<file path="config.mk">
export PLATFORM = sky130hd
export DESIGN_NAME = board_input_conditioner_flat
export DESIGN_NICKNAME = d
export VERILOG_FILES = /design/src/rtl/board_input_conditioner_pkg.sv /design/src/rtl/board_input_conditioner_if.sv /design/src/rtl/board_input_conditioner_debounce.sv /design/src/rtl/board_input_conditioner.sv /design/src/flat_wrapper.sv
export SDC_FILE = /design/constraint.sdc
export NUM_CORES = 1
export LEC_CHECK = 0
export BUFFER_PORTS_ARGS = -buffer_cell sky130_fd_sc_hd__buf_2
export CAP_MARGIN = 10
export CELL_PAD_IN_SITES_DETAIL_PLACEMENT = 1
export CELL_PAD_IN_SITES_GLOBAL_PLACEMENT = 1
export CORE_UTILIZATION = 44
export DETAILED_ROUTE_END_ITERATION = 8
export PLACE_DENSITY_LB_ADDON = 0.1
export SLEW_MARGIN = 20
export SYNTH_ARGS = -nofsm -noshare
export SYNTH_HDL_FRONTEND = slang
export SYNTH_HIERARCHICAL = 1
export SYNTH_SLANG_ARGS = --single-unit
</file>
<file path="constraint.sdc">
create_clock -name clk100mhz -period 2.1 [get_ports clk100mhz]
set_input_delay 0.42 -clock clk100mhz [delete_from_list [all_inputs] [get_ports clk100mhz]]
set_output_delay 0.42 -clock clk100mhz [all_outputs]
set_load 0.02 [all_outputs]
</file>
<file path="src/rtl/board_input_conditioner_pkg.sv">
// Shared types and default constants for the board input conditioner.
//   deb_state_t      : per-channel debounce FSM state
//   DEF_N_CH         : default channel count
//   DEF_DEB_CYCLES   : default stability window (10 ms at 100 MHz)
//   DEF_SYNC_STAGES  : default synchroniser depth
package board_io_pkg;

    localparam int unsigned DEF_N_CH        = 16;
    localparam int unsigned DEF_DEB_CYCLES  = 1_000_000;
    localparam int unsigned DEF_SYNC_STAGES = 2;

    typedef enum logic [1:0] {
        STABLE_LO = 2'd0,
        WAIT_HI   = 2'd1,
        STABLE_HI = 2'd2,
        WAIT_LO   = 2'd3
    } deb_state_t;

endpackage

</file>
<file path="src/rtl/board_input_conditioner_if.sv">
// Bus between the pad side and the input conditioner.
//   master : drives raw_i / mask_i / clr_i, observes conditioned outputs
//   slave  : the conditioner itself
interface board_input_conditioner_if
    import board_io_pkg::*;
#(
    parameter int unsigned N_CH = DEF_N_CH
);
    logic [N_CH-1:0] raw_i;
    logic [N_CH-1:0] mask_i;
    logic [N_CH-1:0] clr_i;
    logic [N_CH-1:0] level_o;
    logic [N_CH-1:0] rise_o;
    logic [N_CH-1:0] fall_o;
    logic [N_CH-1:0] sticky_o;
    logic            any_event_o;

    modport master (
        output raw_i, mask_i, clr_i,
        input  level_o, rise_o, fall_o, sticky_o, any_event_o
    );

    modport slave (
        input  raw_i, mask_i, clr_i,
        output level_o, rise_o, fall_o, sticky_o, any_event_o
    );
endinterface

</file>
<file path="src/rtl/board_input_conditioner_debounce.sv">
// One input channel: synchroniser, debounce FSM with stability counter, edge pulses.
//   clk, rst : clock, async active-high reset
//   raw      : asynchronous pad input
//   mask     : suppresses rise/fall pulses only
//   level    : debounced level
//   rise     : one-cycle pulse when level goes 0->1 (unmasked)
//   fall     : one-cycle pulse when level goes 1->0 (unmasked)
module debounce_ch
    import board_io_pkg::*;
#(
    parameter int unsigned DEB_CYCLES  = DEF_DEB_CYCLES,
    parameter int unsigned SYNC_STAGES = DEF_SYNC_STAGES,
    parameter logic        RESET_LEVEL = 1'b0
) (
    input  logic clk,
    input  logic rst,
    input  logic raw,
    input  logic mask,
    output logic level,
    output logic rise,
    output logic fall
);
    localparam int unsigned CNT_W = $clog2(DEB_CYCLES);
    // The WAIT entry cycle already counts as the first stable sample, so the
    // window closes when the counter is about to reach DEB_CYCLES-1.
    localparam logic [CNT_W-1:0] CNT_LAST    = CNT_W'(DEB_CYCLES - 2);
    localparam deb_state_t       RESET_STATE = RESET_LEVEL ? STABLE_HI : STABLE_LO;

    logic [SYNC_STAGES-1:0] sync_q;
    logic                   sync;
    deb_state_t             state;
    logic [CNT_W-1:0]       cnt;

    assign sync = sync_q[SYNC_STAGES-1];

    // Metastability synchroniser, shifts towards the MSB
    always_ff @(posedge clk or posedge rst) begin
        if (rst) begin
            sync_q <= {SYNC_STAGES{RESET_LEVEL}};
        end else begin
            sync_q <= {sync_q[SYNC_STAGES-2:0], raw};
        end
    end

    // Debounce FSM, counter and registered edge pulses
    always_ff @(posedge clk or posedge rst) begin
        if (rst) begin
            state <= RESET_STATE;
            cnt   <= '0;
            level <= RESET_LEVEL;
            rise  <= 1'b0;
            fall  <= 1'b0;
        end else begin
            rise <= 1'b0;
            fall <= 1'b0;
            case (state)
                STABLE_LO: begin
                    if (sync) begin
                        state <= WAIT_HI;
                        cnt   <= '0;
                    end
                end
                WAIT_HI: begin
                    if (!sync) begin
                        state <= STABLE_LO;
                        cnt   <= '0;
                    end else if (cnt == CNT_LAST) begin
                        state <= STABLE_HI;
                        cnt   <= '0;
                        level <= 1'b1;
                        rise  <= ~mask;
                    end else begin
                        cnt <= cnt + CNT_W'(1);
                    end
                end
                STABLE_HI: begin
                    if (!sync) begin
                        state <= WAIT_LO;
                        cnt   <= '0;
                    end
                end
                WAIT_LO: begin
                    if (sync) begin
                        state <= STABLE_HI;
                        cnt   <= '0;
                    end else if (cnt == CNT_LAST) begin
                        state <= STABLE_LO;
                        cnt   <= '0;
                        level <= 1'b0;
                        fall  <= ~mask;
                    end else begin
                        cnt <= cnt + CNT_W'(1);
                    end
                end
                default: begin
                    state <= RESET_STATE;
                    cnt   <= '0;
                end
            endcase
        end
    end

endmodule

</file>
<file path="src/rtl/board_input_conditioner.sv">
// Debounces N_CH board switches/buttons and latches rising events.
//   clk100mhz : 100 MHz board clock
//   rst       : async active-high reset
//   bus       : slave side of board_input_conditioner_if
//               (raw_i, mask_i, clr_i in; level_o, rise_o, fall_o, sticky_o, any_event_o out)
module board_input_conditioner
    import board_io_pkg::*;
#(
    parameter int unsigned     N_CH        = DEF_N_CH,
    parameter int unsigned     DEB_CYCLES  = DEF_DEB_CYCLES,
    parameter int unsigned     SYNC_STAGES = DEF_SYNC_STAGES,
    parameter logic [N_CH-1:0] RESET_LEVEL = '0
) (
    input  logic                      clk100mhz,
    input  logic                      rst,
    board_input_conditioner_if.slave  bus
);
    logic [N_CH-1:0] level;
    logic [N_CH-1:0] rise;
    logic [N_CH-1:0] fall;
    logic [N_CH-1:0] sticky;
    logic            any_event;

    // Independent per-channel debouncers
    for (genvar g = 0; g < int'(N_CH); g++) begin : g_ch
        debounce_ch #(
            .DEB_CYCLES  (DEB_CYCLES),
            .SYNC_STAGES (SYNC_STAGES),
            .RESET_LEVEL (RESET_LEVEL[g])
        ) u_ch (
            .clk   (clk100mhz),
            .rst   (rst),
            .raw   (bus.raw_i[g]),
            .mask  (bus.mask_i[g]),
            .level (level[g]),
            .rise  (rise[g]),
            .fall  (fall[g])
        );
    end

    // Sticky rise latch (set beats clear) and its registered OR summary
    always_ff @(posedge clk100mhz or posedge rst) begin
        if (rst) begin
            sticky    <= '0;
            any_event <= 1'b0;
        end else begin
            sticky    <= (sticky & ~bus.clr_i) | rise;
            any_event <= |sticky;
        end
    end

    assign bus.level_o     = level;
    assign bus.rise_o      = rise;
    assign bus.fall_o      = fall;
    assign bus.sticky_o    = sticky;
    assign bus.any_event_o = any_event;

endmodule

</file>
<file path="src/flat_wrapper.sv">
// flat-port wrapper written by rule: the top's interface ports become plain ports
module board_input_conditioner_flat import board_io_pkg::*;
#(
    parameter int unsigned     N_CH        = DEF_N_CH,
    parameter int unsigned     DEB_CYCLES  = DEF_DEB_CYCLES,
    parameter int unsigned     SYNC_STAGES = DEF_SYNC_STAGES,
    parameter logic [N_CH-1:0] RESET_LEVEL = '0
)
  (clk100mhz, rst, bus_raw_i, bus_mask_i, bus_clr_i, bus_level_o, bus_rise_o, bus_fall_o, bus_sticky_o, bus_any_event_o);
  board_input_conditioner_if #(.N_CH(N_CH)) bus_i ();
  input  logic clk100mhz;
  input  logic rst;
  input wire logic [$bits(bus_i.raw_i)-1:0] bus_raw_i;
  input wire logic [$bits(bus_i.mask_i)-1:0] bus_mask_i;
  input wire logic [$bits(bus_i.clr_i)-1:0] bus_clr_i;
  output wire logic [$bits(bus_i.level_o)-1:0] bus_level_o;
  output wire logic [$bits(bus_i.rise_o)-1:0] bus_rise_o;
  output wire logic [$bits(bus_i.fall_o)-1:0] bus_fall_o;
  output wire logic [$bits(bus_i.sticky_o)-1:0] bus_sticky_o;
  output wire logic [$bits(bus_i.any_event_o)-1:0] bus_any_event_o;
  assign bus_i.raw_i = bus_raw_i;
  assign bus_i.mask_i = bus_mask_i;
  assign bus_i.clr_i = bus_clr_i;
  assign bus_level_o = bus_i.level_o;
  assign bus_rise_o = bus_i.rise_o;
  assign bus_fall_o = bus_i.fall_o;
  assign bus_sticky_o = bus_i.sticky_o;
  assign bus_any_event_o = bus_i.any_event_o;
  board_input_conditioner #(.N_CH(N_CH), .DEB_CYCLES(DEB_CYCLES), .SYNC_STAGES(SYNC_STAGES), .RESET_LEVEL(RESET_LEVEL)) u_core (.clk100mhz(clk100mhz), .rst(rst), .bus(bus_i));
endmodule
</file>
==> results.py <==
metrics = {
    "outcome": {
        "status": "finished clean",
    },
    "clocking": {
        "cts_tree": "built",
        "cts_made_buffers": 52,
        "clock_sinks": 449,
        "htree_levels": 2,
        "clock_latency_ns": 0.60,
        "clockBufferDepth": 3,
        "clkTransAtPathRegs_ns": 0.06,
        "clock-root-buffer": "clkbuf_16",
    },
    "global_routing": {
        "grt_pass1_vias": 22100,
        "grt_pass1_wl_mm": 113,
        "grt_use_total_pct": 24.3,
        "antenna_found_initial": 1,
        "grt_max_degree": 28,
        "grt-ovfl-total": 0,
    },
    "critical_path": {
        "crit_buf_inv": 0,
        "crit_family": "simple AND/OR/NAND/NOR gates",
        "path_max_fanout": 11,
        "worstPathRequired_ns": 2.58,
        "cp-end-kind": "flip-flop",
        "cp_slowest_cell": "or4b_4",
        "path_class": "flip-flop to flip-flop",
        "worstPathArrival_ns": 2.53,
        "crit_chain": "or4b_4, nor4_4, a21o_4, nand2_4, mux2_4",
        "cpPeakStageDelay_ns": 0.55,
        "start_kind": "flip-flop",
    },
    "logic_synthesis": {
        "synth_area_leader_cell": "dfrtp_1",
        "yosysWarnings": 6,
        "synth_cells": 2581,
        "synth-edff-count": 0,
        "synth_top_area_share_pct": 47.0,
        "ys_ff_latch": 449,
        "yosysSeqAreaShare_pct": 47.0,
        "synth_area_leaders": "dfrtp_1 47%, nand2_1 4.7%, nand3_1 4.3%, a31oi_1 4.1%, a21oi_1 3.9%",
        "ys_types": 66,
        "syn_area_um2": 23900,
        "synth_flop_cell": "dfrtp_1",
        "synth-async-reset-ratio_pct": 100,
        "avgSynthCellArea_um2": 9.26,
        "synth_nets": 2663,
    },
    "placement": {
        "port_buffers": 114,
        "place_ws_ns": -0.0827,
        "hpwl_mm": 46.7,
        "dp_cells": 3477,
        "finalWeightedCongestion": 0.843,
    },
    "final_layout": {
        "seqCellArea_um2": 11200,
        "fin_nets": 2962,
        "fillers": 6120,
        "drive_gt1_share_pct": 19.7,
        "multi_input_area_um2": 11800,
        "syn_to_final_growth_pct": 20.1,
        "final_cell_mix": "447 x dfrtp_1, 302 x nand2_1, 204 x nand3_1, 195 x buf_4, 177 x a21oi_1",
        "fin_cells": 3614,
        "final_common_cell": "dfrtp_1",
    },
    "sta": {
        "finalSetupTns_ns": 0,
        "worstMarginPinSlew_ns": 1.04,
        "finalHoldViolations": 0,
        "rsz0062_at_grt": "true",
        "holdWs_ns": 0.0547,
        "fin_crit_sh_pct": 97.8,
        "slew_headroom_pct": 30.2,
        "skew_ns": 0.0149,
        "setup_viol_count_final": 0,
        "slew_viol_final": 0,
        "timing.fmax_mhz": 487,
        "finalCriticalPeriod_ns": 2.05,
        "timing.final.ws_setup_ns": 0.0467,
    },
    "pwr": {
        "power.total_w": 0.0286,
        "ir_worst_vdd_mv": 0.659,
        "power_density_nw_per_um2": 997,
        "leakagePower_nw": 12.2,
    },
    "floorplan": {
        "rows": 85,
        "die_w_um": 235,
        "die_h_um": 235,
        "die_area_um2": 55300,
        "coreArea_um2": 53700,
        "start_util_pct": 44.5,
        "ios": 115,
    },
    "routing": {
        "wl_per_cell_um": 18.7,
        "drc": 0,
        "vias_per_cell": 5.87,
        "ant_nets": 0,
        "drt_iter0_drc": 1047,
        "drtPass1Iterations": 4,
        "vias": 21200,
        "drt_wl_total_mm": 67.7,
    },
    "worst_hold_path": {
        "hold_class": "input pin to async pin",
    },
    "run": {
        "drv_cap": 0,
    },
}
report_power, final:
| group | total, W | switching, W | internal [W] |
|---|---|---|---|
| sequential | 0.0106 | 0.00117 | 0.00939 |
| clock | 0.00942 | 0.00368 | 0.00575 |
| combinational | 0.00863 | 0.00542 | 0.00320 |
metrics by stage:
stage	util [%]	instance area, um^2
floorplan	-	23900
global placement	48.8	26200
detailed placement	48.8	26200
CTS	52.7	28300
global route	53.4	28700
finish	53.4	28700
area by class of cell:
class,instances,share of cell area (%)
inverter,134,1.75
multi-input combinational,1892,41.2
clock inverter,11,0.628
sequential,449,39.2
clock buffer,78,5.51
tap,696,3.03
timing repair buffer,351,8.71
antenna,3,0.0262
registers in the layout (all words and copies together), names as in the netlist, named ones only:
register                 flops
u_core/bus.any_event_o       1
u_core/bus.sticky_o         16
u_core/g_ch.u_ch/cnt       320
u_core/g_ch.u_ch/fall       16
u_core/g_ch.u_ch/level      16
u_core/g_ch.u_ch/rise       16
u_core/g_ch.u_ch/state      16
u_core/g_ch.u_ch/sync_q     32
synth_stat cells (18+ instances only):
library cell / count
a21o_1: 34
o21ai_1: 18
a41oi_1: 24
or3_1: 109
mux2i_1: 32
a21oi_1: 188
xor2_1: 33
buf_2: 41
inv_1: 134
dfrtp_1: 449
nor2_1: 123
a31oi_1: 157
nand3_1: 205
nand2_1: 302
nor4_1: 46
clkbuf_1: 47
nor3_1: 73
o21ai_0: 161
ha_1: 32
nor4b_1: 21
nand4_1: 101
nand2b_1: 21
metal layers:
layer | GRT usage, % | share of wire [%] | vias up
met1 | 32.3 | 46 | 10800
met5 | 0 | 0 | -
met2 | 41.3 | 49 | 258
met3 | 3.37 | 3.3 | 93
li1 | - | - | 10100
met4 | 6.94 | 2.0 | 0
cells by family after synthesis:
family / after synthesis / share of synthesized area, %
flops: 449 / 47.0
mux: 48 / 2.34
compound gates: 646 / 16.4
fa+ha+maj: 32 / 1.67
xor+xnor: 33 / 1.21
buf+inv: 242 / 4.83
simple gates: 1131 / 26.5
repair_timing:
action,in CTS,in global routing
pin swaps,1,27
hold endpoints to repair,47,0
gates cloned,0,4
buffers inserted,0,9
gates resized for setup,4,64
setup endpoints to repair,10,86
hold buffers,32,0
final timing paths:
path	startpoint	to	slack [ns]	cells past startpoint
setup / recovery	u_core/g_ch[2].u_ch/cnt[6]$_DFFE_PP0P_	flip-flop	0.05	5
hold / removal	rst	u_core/bus.sticky_o[10]$_DFF_PP0_	0.05	2
setup reg to reg	u_core/g_ch[2].u_ch/cnt[6]$_DFFE_PP0P_	flip-flop	0.05	5
hold reg to reg	u_core/g_ch[10].u_ch/sync_q[0]$_DFF_PP0_	u_core/g_ch[10].u_ch/sync_q[1]$_DFF_PP0_	0.35	0
max in group asynchronous	rst	u_core/bus.sticky_o[6]$_DFF_PP0_	1.51	3
min in group clk100mhz	bus_clr_i[6]	u_core/bus.sticky_o[6]$_DFF_PP0_	0.10	3
worst reg2reg max path, cell delays in order (launching register included):
cell	delay (ns)
dfrtp_1	0.38
or4b_4	0.55
nor4_4	0.37
a21o_4	0.27
nand2_4	0.06
mux2_4	0.29
Power figures use the tool's default switching activity.
